--- config.mk ---
export PLATFORM = sky130hd
export DESIGN_NAME = mac_pipe_sat
export DESIGN_NICKNAME = d
export VERILOG_FILES = /design/src/rtl/mac_pipe_sat.sv
export SDC_FILE = /design/constraint.sdc
export NUM_CORES = 2
export LEC_CHECK = 0
export BUFFER_PORTS_ARGS = -buffer_cell sky130_fd_sc_hd__buf_2
export CORE_AREA = 2 2 413 415
export DETAILED_ROUTE_END_ITERATION = 10
export DIE_AREA = 0 0 415 417
export PLACE_DENSITY = 0.65
export RECOVER_POWER = 50
export SLEW_MARGIN = 20
export SYNTH_ARGS = -nofsm -noshare
export SYNTH_HDL_FRONTEND = slang
export SYNTH_SLANG_ARGS = --single-unit
--- constraint.sdc ---
create_clock -name clk -period 8.2 [get_ports clk]
set_input_delay 1.64 -clock clk [delete_from_list [all_inputs] [get_ports clk]]
set_output_delay 1.64 -clock clk [all_outputs]
set_load 0.1 [all_outputs]
--- src/rtl/mac_pipe_sat.sv ---
// rtl/mac_pipe_sat.sv - pipelined signed multiply-accumulate with rounding shift and saturation
module mac_pipe_sat #(
  parameter int A_W       = 32,
  parameter int B_W       = 32,
  parameter int C_W       = 64,
  parameter int P_W       = 64,
  parameter int PIPE_MULT = 2,
  parameter int SHIFT     = 0,
  parameter int SATURATE  = 1
) (
  input  logic                  clk,
  input  logic                  reset,
  input  logic                  enable,
  input  logic                  in_valid,
  input  logic [1:0]            mode,
  input  logic signed [A_W-1:0] a,
  input  logic signed [B_W-1:0] b,
  input  logic signed [C_W-1:0] c,
  input  logic                  ovf_clr,
  output logic                  out_valid,
  output logic signed [P_W-1:0] p,
  output logic                  ovf
);

  localparam logic [1:0] M_ACC  = 2'd1;
  localparam logic [1:0] M_LOAD = 2'd2;
  localparam logic [1:0] M_MSUB = 2'd3;
  localparam int         LST    = PIPE_MULT - 1;

  localparam logic signed [C_W-1:0] C_MAX = {1'b0, {(C_W-1){1'b1}}};
  localparam logic signed [C_W-1:0] C_MIN = {1'b1, {(C_W-1){1'b0}}};
  localparam logic signed [P_W-1:0] P_MAX = {1'b0, {(P_W-1){1'b1}}};
  localparam logic signed [P_W-1:0] P_MIN = {1'b1, {(P_W-1){1'b0}}};

  logic signed [A_W-1:0] a_r;
  logic signed [B_W-1:0] b_r;
  logic signed [C_W-1:0] c_r;
  logic [1:0]            m_r;
  logic                  v_r;

  always_ff @(posedge clk) begin
    if (!reset) begin
      a_r <= '0;
      b_r <= '0;
      c_r <= '0;
      m_r <= '0;
      v_r <= 1'b0;
    end else if (enable) begin
      a_r <= a;
      b_r <= b;
      c_r <= c;
      m_r <= mode;
      v_r <= in_valid;
    end
  end

  logic signed [A_W+B_W-1:0] prod_full;
  logic signed [C_W-1:0]     pm_prod [PIPE_MULT];
  logic signed [C_W-1:0]     pm_c    [PIPE_MULT];
  logic [1:0]                pm_mode [PIPE_MULT];
  logic                      pm_v    [PIPE_MULT];

  assign prod_full = a_r * b_r;

  // c and mode ride alongside the product so each sample stays self-contained
  always_ff @(posedge clk) begin
    if (!reset) begin
      for (int i = 0; i < PIPE_MULT; i++) begin
        pm_prod[i] <= '0;
        pm_c[i]    <= '0;
        pm_mode[i] <= '0;
        pm_v[i]    <= 1'b0;
      end
    end else if (enable) begin
      pm_prod[0] <= C_W'(prod_full);
      pm_c[0]    <= c_r;
      pm_mode[0] <= m_r;
      pm_v[0]    <= v_r;
      for (int i = 1; i < PIPE_MULT; i++) begin
        pm_prod[i] <= pm_prod[i-1];
        pm_c[i]    <= pm_c[i-1];
        pm_mode[i] <= pm_mode[i-1];
        pm_v[i]    <= pm_v[i-1];
      end
    end
  end

  logic signed [C_W-1:0] acc;
  logic signed [C_W-1:0] add_base;
  logic signed [C_W:0]   sum;
  logic signed [C_W-1:0] sum_n;
  logic                  add_ovf;

  always_comb begin
    add_base = (pm_mode[LST] == M_ACC) ? acc : pm_c[LST];
    if (pm_mode[LST] == M_MSUB)
      sum = (C_W+1)'(add_base) - (C_W+1)'(pm_prod[LST]);
    else
      sum = (C_W+1)'(add_base) + (C_W+1)'(pm_prod[LST]);
    add_ovf = sum[C_W] ^ sum[C_W-1];
    sum_n   = sum[C_W-1:0];
    if (add_ovf && SATURATE != 0)
      sum_n = sum[C_W] ? C_MIN : C_MAX;
  end

  logic signed [C_W-1:0] s_r;
  logic                  s_v;
  logic                  s_ovf;

  // acc is read combinationally above, so back-to-back ACC samples see the latest value
  always_ff @(posedge clk) begin
    if (!reset) begin
      acc   <= '0;
      s_r   <= '0;
      s_v   <= 1'b0;
      s_ovf <= 1'b0;
    end else if (enable) begin
      s_r   <= sum_n;
      s_v   <= pm_v[LST];
      s_ovf <= pm_v[LST] & add_ovf;
      if (pm_v[LST] && (pm_mode[LST] == M_ACC || pm_mode[LST] == M_LOAD))
        acc <= sum_n;
    end
  end

  logic signed [C_W:0] t;

  if (SHIFT > 0) begin : g_shift
    localparam logic signed [C_W:0] RND = (C_W+1)'(1) << (SHIFT - 1);
    assign t = ((C_W+1)'(s_r) + RND) >>> SHIFT;
  end else begin : g_noshift
    assign t = (C_W+1)'(s_r);
  end

  logic signed [P_W-1:0] t_lo;
  logic signed [P_W-1:0] p_n;
  logic                  out_ovf;

  always_comb begin
    t_lo    = t[P_W-1:0];
    out_ovf = (t != (C_W+1)'(t_lo));
    p_n     = t_lo;
    if (out_ovf && SATURATE != 0)
      p_n = t[C_W] ? P_MIN : P_MAX;
  end

  // ovf_clr is honoured even while stalled; a simultaneous set takes priority
  always_ff @(posedge clk) begin
    if (!reset) begin
      out_valid <= 1'b0;
      p         <= '0;
      ovf       <= 1'b0;
    end else begin
      if (enable) begin
        out_valid <= s_v;
        if (s_v)
          p <= p_n;
      end
      if (enable && s_v && (s_ovf || out_ovf))
        ovf <= 1'b1;
      else if (ovf_clr)
        ovf <= 1'b0;
    end
  end

endmodule

==> results.sh <==
export IMPL_io_buffers=200
export IMPL_cts_made_buffers=73
export IMPL_worst_path_max_fanout=7
export IMPL_final_setup_viol_count=0
export IMPL_whs_ns=0.4505
export IMPL_worst_r2r_setup_slack_ns=0.31
export IMPL_final_area_um2=70550
export IMPL_drive_gt1_share_pct=9.888
export IMPL_rsz0062_at_grt="false"
export IMPL_io_pins=201
export IMPL_dp_cells=8851
export IMPL_clock_sinks=589
export IMPL_failed_checks="max-capacitance violations, max-slew violations"
export IMPL_drc=0
export IMPL_synth_edf_count=262
export IMPL_endpoint_kind="flop"
export IMPL_drtIter0Drc=3158
export IMPL_fmax_ghz=0.1267
export IMPL_clockBufferDepth=3
export IMPL_grt_max_degree=221
export IMPL_r2r_end="pm_prod[0][63]"
export IMPL_cts_clk_slew_worst_paths_ns=0.06
export IMPL_cp_slowest_stage_delay_ns=0.77
export IMPL_status="complete, but fails checks"
export IMPL_ant_nets=0
export IMPL_cts_hold_buffers=0
export IMPL_tightestPinTransition_ns=4.450
export IMPL_antenna_found_initial=8
export IMPL_min_period_ns=7.893
export IMPL_start_util_pct=37.78
export IMPL_grt_busiest_layer="met2"
export IMPL_syn_avg_cell_area_um2=9.672
export IMPL_clock_skew_ns=0.06307
export IMPL_fp_coreArea_um2=168500
export IMPL_path_delay_family="adder cells"
export IMPL_die_x_um=415
export IMPL_die_area_um2=173100
export IMPL_gp_congestion=0.9186
export IMPL_cp_num_buf_inv=6
export IMPL_totalWireLength_um=175200
export IMPL_netlist_area_um2=63680
export IMPL_maxSlewHeadroom_pct=-196.7
export IMPL_cts_root_buffer="clkbuf_16"
export IMPL_clk_latency_ns=0.72
export IMPL_first_pass_iters=6
export IMPL_fp_row_count=151
export IMPL_synth_seq_area_share_pct=22.64
export IMPL_hold_viol_final=0
export IMPL_min_to="acc[15]"
export IMPL_max_cap_viol_count=6
export IMPL_synth_seq_cells=589
export IMPL_power_total_w=0.01328
export IMPL_vias=45600
export IMPL_via_per_inst=5.074
export IMPL_hpwl_um=138900
export IMPL_syn_inst=6584
export IMPL_grt_util_met3_pct=4.075
export IMPL_ir_worst_vdd_uv=222.2
export IMPL_final_common_cell="fa_1"
export IMPL_crit_path_frequent_cell="fa_1"
export IMPL_first_global_vias=48060
export IMPL_fillers=16340
export IMPL_syn_nets=8053
export IMPL_start_kind="flop"
export IMPL_cts_tree="built"
export IMPL_r2r_cells=26
export IMPL_p_per_area_nw_per_um2=188.2
export IMPL_finalNetCount=8177
export IMPL_areaGrowthSynthToFinish_pct=10.79
export IMPL_ys_flop_type="dfxtp_1"
export IMPL_min_path_cells=2
export IMPL_reg2reg_from="b_r[17]"
export IMPL_grt_pass1_wl_um=278100
export IMPL_ys_async_sr_fraction_pct=0
export IMPL_h_tree_depth=3
export IMPL_synth_cell_type_count=80
export IMPL_cp_arrival_ns=8.34
export IMPL_yosys_warnings=0
export IMPL_place_area_um2=68170
export IMPL_min_path_type="flop to flop"
export IMPL_postCtsSetupRepairBufs=0
export IMPL_slew_viol_final=583
export IMPL_power_leakage_nw=32.92
export IMPL_fin_crit_sh_pct=96.25
export IMPL_die_h_um=417
export IMPL_met1_usage_pct=29.19
export IMPL_min_delay_start="acc[15]"
export IMPL_path_class="flop to flop"
export IMPL_wl_per_cell_um=19.50
export IMPL_met2_usage_pct=31.79
export IMPL_grt_util_all_layers_pct=20.45
export IMPL_stdcell_count=8988
export IMPL_cp_required_ns=8.65
export IMPL_cpMaxStageDelayCell="fa_1"
export IMPL_mostFrequentLayoutCells="1,083 x fa_1, 987 x inv_1, 795 x nand2_1"
export IMPL_gr_total_overflow=0
-- report_power, final --
part	internal [W]	leakage, nW	switching (W)	total (W)
combinational	0.00270	26.2	0.00381	0.00652
sequential	0.00339	5.58	0.000158	0.00355
clock	0.00181	1.14	0.00140	0.00321
total	0.00791	32.9	0.00537	0.0133
-- per-stage QoR --
stage                     setup TNS, ns  util (%)  setup slack [ns]
after floorplan                       0         -           0.06589
after global placement          -0.2596     40.45           -0.1326
after detailed placement        -0.1130     40.45          -0.06631
after CTS                             0     41.85           0.05862
after global routing                  0     41.86         0.0003011
final                                 0     41.86            0.3074
-- worst register-to-register path, cell delays in order (launching register included) --
cell	delay [ns]
dfxtp_1	0.64
nand2_1	0.33
fa_1	0.77
inv_1	0.14
fa_1	0.54
inv_1	0.06
buf_4	0.18
fa_1	0.47
fa_1	0.55
inv_1	0.05
fa_1	0.44
fa_1	0.48
inv_1	0.05
fa_1	0.48
inv_1	0.05
fa_1	0.45
ha_1	0.32
a21o_1	0.17
a21o_1	0.19
a21oi_1	0.26
o21bai_1	0.09
a21o_1	0.17
a21o_1	0.17
a21oi_1	0.25
o31ai_1	0.15
xnor2_1	0.15
nor2_1	0.05
-- cells in the mapped netlist (all sizes together), types with 138 or more instances --
| library cell | number | area [um2] |
|---|---|---|
| fa | 1083 | 21680 |
| inv | 988 | 3709 |
| nand2 | 797 | 2992 |
| and2 | 529 | 3312 |
| clkbuf | 367 | 1378 |
| dfxtp | 327 | 6546 |
| edfxtp | 262 | 7868 |
| ha | 251 | 3141 |
| a21oi | 246 | 1231 |
| nor2 | 232 | 870.8 |
| and3 | 220 | 1376 |
| o21ai | 210 | 1051 |
| nor2b | 145 | 907.1 |
| xnor2 | 145 | 1270 |
| mux2i | 138 | 1381 |
-- final cells by class --
class / count / area [um2] / area share [%]
Timing Repair Buffer: 439 / 3137 / 4.446
Clock inverter: 33 / 344.1 / 0.4877
Sequential cell: 589 / 14420 / 20.44
Multi-Input combinational cell: 4616 / 44140 / 62.56
Clock buffer: 100 / 2011 / 2.850
Antenna cell: 4 / 10.01 / 0.01419
Tap cell: 2218 / 2775 / 3.934
Inverter: 989 / 3712 / 5.262
-- how the worst max path moves through the flow --
stage | startpoint | to | cells past startpoint
floorplan | a_r[31] | pm_prod[0][59] | 26
global placement | a_r[31] | pm_prod[0][59] | 25
detailed placement | a_r[31] | pm_prod[0][63] | 26
CTS | a_r[31] | pm_prod[0][63] | 25
global route | a_r[12] | pm_prod[0][54] | 25
finish | b_r[17] | pm_prod[0][63] | 26
-- cell families after synthesis --
logic type               share of synthesized area [%]
AO/OA/AOI/OAI                                    7.268
XOR/XNOR                                         2.545
adder cells (fa/ha/maj)                          39.39
buffers and inverters                            8.174
flip-flops                                       22.64
multiplexers                                     3.283
AND/OR/NAND/NOR                                  16.70
-- repair_timing --
action                                  4_1_cts  5_1_grt
endpoints found under the hold margin         0        0
resized for setup                             1       12
cloned                                        0        0
pin swaps                                     0        0
endpoints found under the setup margin        2       11
-- layer usage --
| layer | vias up | wire length (um) |
|---|---|---|
| li1 | 20940 | - |
| met1 | 22940 | 80690 |
| met2 | 1488 | 77540 |
| met3 | 228 | 12990 |
| met4 | 6 | 3980 |
| met5 | - | 47 |
-- registers in the layout, summed over array words and instances, names as in the netlist, 2 cells and up --
register / flops
a_r: 32
b_r: 32
c_r: 64
pm_c: 128
s_r: 64
pm_v: 2
acc: 64
p: 64
pm_mode: 4
m_r: 2
pm_prod: 128
Power figures use the tool's default switching activity.
